File: config.mk
export PLATFORM = sky130hd
export DESIGN_NAME = key_click_decoder
export DESIGN_NICKNAME = d
export VERILOG_FILES = /design/src/rtl/key_click_decoder.sv
export SDC_FILE = /design/constraint.sdc
export NUM_CORES = 1
export LEC_CHECK = 0
export CORE_UTILIZATION = 50
export DETAILED_ROUTE_END_ITERATION = 8
export GPL_ROUTABILITY_DRIVEN = 0
export PLACE_DENSITY = 0.82
export SLEW_MARGIN = 20
export SYNTH_ARGS = -nofsm -noshare
export SYNTH_HDL_FRONTEND = slang
export SYNTH_SLANG_ARGS = --single-unit
File: constraint.sdc
create_clock -name sys_clk -period 1.95 [get_ports sys_clk]
set_input_delay 0.4875 -clock sys_clk [delete_from_list [all_inputs] [get_ports sys_clk]]
set_output_delay 0.4875 -clock sys_clk [all_outputs]
set_load 0.1 [all_outputs]
File: src/rtl/key_click_decoder.sv
// Groups debounced key presses separated by at most GAP_MAX idle cycles into one gesture
// and reports the press count as a one-cycle event when the gesture ends.
module key_click_decoder #(
  parameter int              CNT_W      = 25,
  parameter logic [CNT_W-1:0] GAP_MAX   = 25'd24_999_999,
  parameter logic [2:0]      MAX_CLICKS = 3'd4
) (
  input  logic       sys_clk,
  input  logic       sys_rst,
  input  logic       key_flag,
  output logic       click_valid,
  output logic [2:0] click_num,
  output logic       busy
);

  typedef enum logic [0:0] {
    ST_IDLE  = 1'b0,
    ST_COUNT = 1'b1
  } state_t;

  state_t           r_state;
  state_t           w_state_nxt;
  logic [CNT_W-1:0] r_gap_cnt;
  logic [CNT_W-1:0] w_gap_nxt;
  logic [2:0]       r_clicks;
  logic [2:0]       w_clicks_nxt;
  logic             w_report;
  logic [2:0]       w_report_num;
  logic             w_valid_nxt;
  logic [2:0]       w_num_nxt;
  logic             w_busy_nxt;

  // State, counters and registered outputs.
  always_ff @(posedge sys_clk) begin
    if (sys_rst) begin
      r_state     <= ST_IDLE;
      r_gap_cnt   <= '0;
      r_clicks    <= 3'd0;
      click_valid <= 1'b0;
      click_num   <= 3'd0;
      busy        <= 1'b0;
    end else begin
      r_state     <= w_state_nxt;
      r_gap_cnt   <= w_gap_nxt;
      r_clicks    <= w_clicks_nxt;
      click_valid <= w_valid_nxt;
      click_num   <= w_num_nxt;
      busy        <= w_busy_nxt;
    end
  end

  // Next-state logic; a press always wins over a coincident timeout.
  always_comb begin
    w_state_nxt  = r_state;
    w_gap_nxt    = r_gap_cnt;
    w_clicks_nxt = r_clicks;
    w_report     = 1'b0;
    w_report_num = r_clicks;
    case (r_state)
      ST_IDLE: begin
        if (key_flag) begin
          w_state_nxt  = ST_COUNT;
          w_clicks_nxt = 3'd1;
          w_gap_nxt    = '0;
        end else begin
          w_state_nxt  = ST_IDLE;
          w_clicks_nxt = 3'd0;
          w_gap_nxt    = '0;
        end
      end
      ST_COUNT: begin
        if (key_flag) begin
          if (r_clicks == (MAX_CLICKS - 3'd1)) begin
            w_state_nxt  = ST_IDLE;
            w_clicks_nxt = 3'd0;
            w_gap_nxt    = '0;
            w_report     = 1'b1;
            w_report_num = MAX_CLICKS;
          end else begin
            w_clicks_nxt = r_clicks + 3'd1;
            w_gap_nxt    = '0;
          end
        end else if (r_gap_cnt == GAP_MAX) begin
          w_state_nxt  = ST_IDLE;
          w_clicks_nxt = 3'd0;
          w_gap_nxt    = '0;
          w_report     = 1'b1;
          w_report_num = r_clicks;
        end else begin
          w_gap_nxt = r_gap_cnt + CNT_W'(1);
        end
      end
      default: begin
        w_state_nxt  = ST_IDLE;
        w_clicks_nxt = 3'd0;
        w_gap_nxt    = '0;
      end
    endcase
  end

  // Output logic; click_num holds its last reported value between reports.
  always_comb begin
    w_valid_nxt = w_report;
    w_busy_nxt  = (w_state_nxt == ST_COUNT);
    if (w_report) begin
      w_num_nxt = w_report_num;
    end else begin
      w_num_nxt = click_num;
    end
  end

endmodule

==> results.md <==
* Worst slack at placement at -100 ps
* Initial antenna violation count at 0
* Simple-gate share of the synthesized area at 30.2%
* Worst endpoint data arrival time at 2250 ps
* Initial DRC Count at about 110
* Startpoint Class: flop
* WS Path Type: flop to flop
* Diodes inserted at 0
* Final Critical Period at 1980 ps
* DP Cell Count at between 200 and 250
* Fin. max-slew vios at 0
* Worst hold path type: flop to flop
* PortBufs at 7
* FILL cells at 209
* Yosys top cell by area: dfxtp_1
* First-pass GRT wire length at 5940 um
* Die area at 0.00330 mm^2
* Largest cells by area after synthesis: dfxtp_1 (43%), xnor2_1 (5.1%), a21oi_1 (4.9%)
* Slew HR at 64.1%
* Sequential area share after synthesis at 43.0%
* Final hold violations at 0
* Drt first pass iters at 6
* Adder-Cell Fraction of Synth Area at 1.63%
* DP HPWL at 2490 um
* VDD IR-drop max at 440 uV
* Post-synth ARST share at 0%
* Final setup fails at 17
* RSZ-0062 raised after global routing: yes
* Clock Path Buffers at 2
* Final setup margin at -30.0 ps
* Cell Pwr Density at around 560 mW/mm^2
* Post-synth EDFFs at 0
* WL per Instance at 15.6 um
* Critical Path Fanout Max at 7
* Worst skew pair latency at between 300 and 400 ps
* Yosys cell types at 32
* Clock sink count at 33
* Syn Nets at 182
* Setup TNS at -148 ps
* CTS tree: done
* Leakage Power at about 0.7 nW
* H-Tree Depth at 2
* Die Ht at 57.4 um
* Largest family of logic cells by synthesized area: simple AND/OR/NAND/NOR gates
* Vias at 1,494
* Worst-Margin Slew at 534 ps
* Worst Clk Skew at between 10 and 15 ps
* Most common cell in the netlist: dfxtp_1
* Core area at 0.00283 mm^2
* Most frequent cells after synthesis: dfxtp_1 (33), nor2_1 (19), a21oi_1 (15)
* Xor/xnor share of the synthesized area at 7.98%
* Area growth from synthesis to layout at 29.9%
* Final global-route overflow total at 0
* Post-Layout Cell Count at between 200 and 250
* Status: finished, violations left
* DRT antenna net count at 0
* Largest net degree at the start of global routing at 26
* Vias in the first global route at 1,433
* Vias per inst at 6.12
* F_max at 505 MHz
* #FFs+latches synth at 33
* Initial core utilization at 54.3%
* Max_cap viols at 0
* Tot GR Track Use at roughly 24%
* Syn avg cell area at about 8.7 um^2
* DRC at 2
* Clk pin slew, worst setup/hold paths at 90 ps
* Crit end category: flop
* Ports at 8
* DIE WIDTH at approximately 57 um
* Top_reg_cell synth: dfxtp_1
* Cell Area, Synth at 0.00154 mm^2
* Period utilisation layout at 102%
* Compound-Gate Fraction of Synth Area at between 10% and 20%
* Drt total wl at 3820 um
* TritonCTS buffer count at 5
* Rows at 19
* Root buf cell: clkbuf_4
* Synth warn at 0
* Mux cell area share after synthesis at 0%
* Share of the synthesized area in the top cell type at a little over two fifths
* Required @ worst endpoint at 2220 ps
* Cells after Synth at 177
* Fin nets at 218
* Violated checks: design-rule violations, negative setup slack
* Share of layout cells above drive strength 1 at between 20% and 30%
* Final core utilization at 70.5%
-- per-stage QoR --
step                      hold slack, ps  cell area, um^2  power, mW
after floorplan                      441             1580      0.728
final                                495             2000       1.13
after global routing                 516             2000       1.17
after global placement               470             1870      0.748
after detailed placement             493             1870      0.750
after CTS                            505             1940       1.13
-- cell usage in the layout, fill, tap and decap left out, types with 3 or more instances in the layout --
cell type  synthesis  layout
nor4_1             4       4
or4_4              0       5
clkbuf_4           0       5
xnor2_1            9       9
buf_12             0       5
nor3_1             4       4
dfxtp_1           33      26
nand4_1            6       6
a21oi_1           15      11
o31ai_1            5       3
nand2_1           11      10
nor2_1            19      19
buf_4              0      27
nor2b_1            3       3
or4_1              9       4
nand3_1           13      13
o21ai_0           10       6
dfxtp_2            0       7
or3_1              4       4
a21oi_2            0       4
o21ai_1            0       4
inv_1              4       4
and4_1             3       3
xor2_1             5       5
-- repair_timing --
item,in CTS,in global routing
setup endpoints to repair,33,33
hold buffers,0,0
setup buffers,0,2
pin swaps,2,7
gates resized for setup,4,17
gates cloned,0,0
-- registers in the layout, indices dropped and copies added, names as in the netlist --
| signal | flops |
|---|---|
| click_valid | 1 |
| click_num | 3 |
| r_gap_cnt | 25 |
| r_state | 1 |
| r_clicks | 3 |
-- cells by family after synthesis --
kind of cell             count (synthesis)
flip-flops                              33
adder cells (fa/ha/maj)                  2
buffers and inverters                   10
AND/OR/NAND/NOR                         83
AO/OA/AOI/OAI                           35
XOR/XNOR                                14
-- worst max-delay path, cell delays in order (launching register included) --
cell,delay (ps)
dfxtp_2,340
buf_4,120
nand4_1,170
or4_4,630
buf_4,170
or3_1,340
a21oi_1,140
-- layer usage --
layer  up-vias  track usage, %  wire, um
met4         0            16.0       128
met5         -               0         0
met3        15            4.99       163
met1       714            25.9      1540
li1        718               -         -
met2        47            42.4      1990
-- area by class of cell --
cell class	count	area (um^2)	area share (%)
timing repair buffer	35	334	16.7
sequential	33	669	33.5
multi-input combinational	134	883	44.3
inverter	4	15.0	0.752
tap	31	38.8	1.94
clock buffer	7	55.1	2.76
-- power breakdown --
part	internal [mW]	switching [mW]	total (mW)
combinational	0.0211	0.0306	0.0517
clock	0.170	0.220	0.390
sequential	0.678	0.00644	0.684
-- final timing paths --
path	from	to	slack [ps]	cells past startpoint
min reg2reg	r_gap_cnt[24]	r_gap_cnt[24]	500	2
min	r_gap_cnt[24]	r_gap_cnt[24]	500	2
max reg2reg	r_gap_cnt[9]	r_gap_cnt[18]	-30	6
max	r_gap_cnt[9]	r_gap_cnt[18]	-30	6
Note: power is estimated with default switching activity, not from simulation.
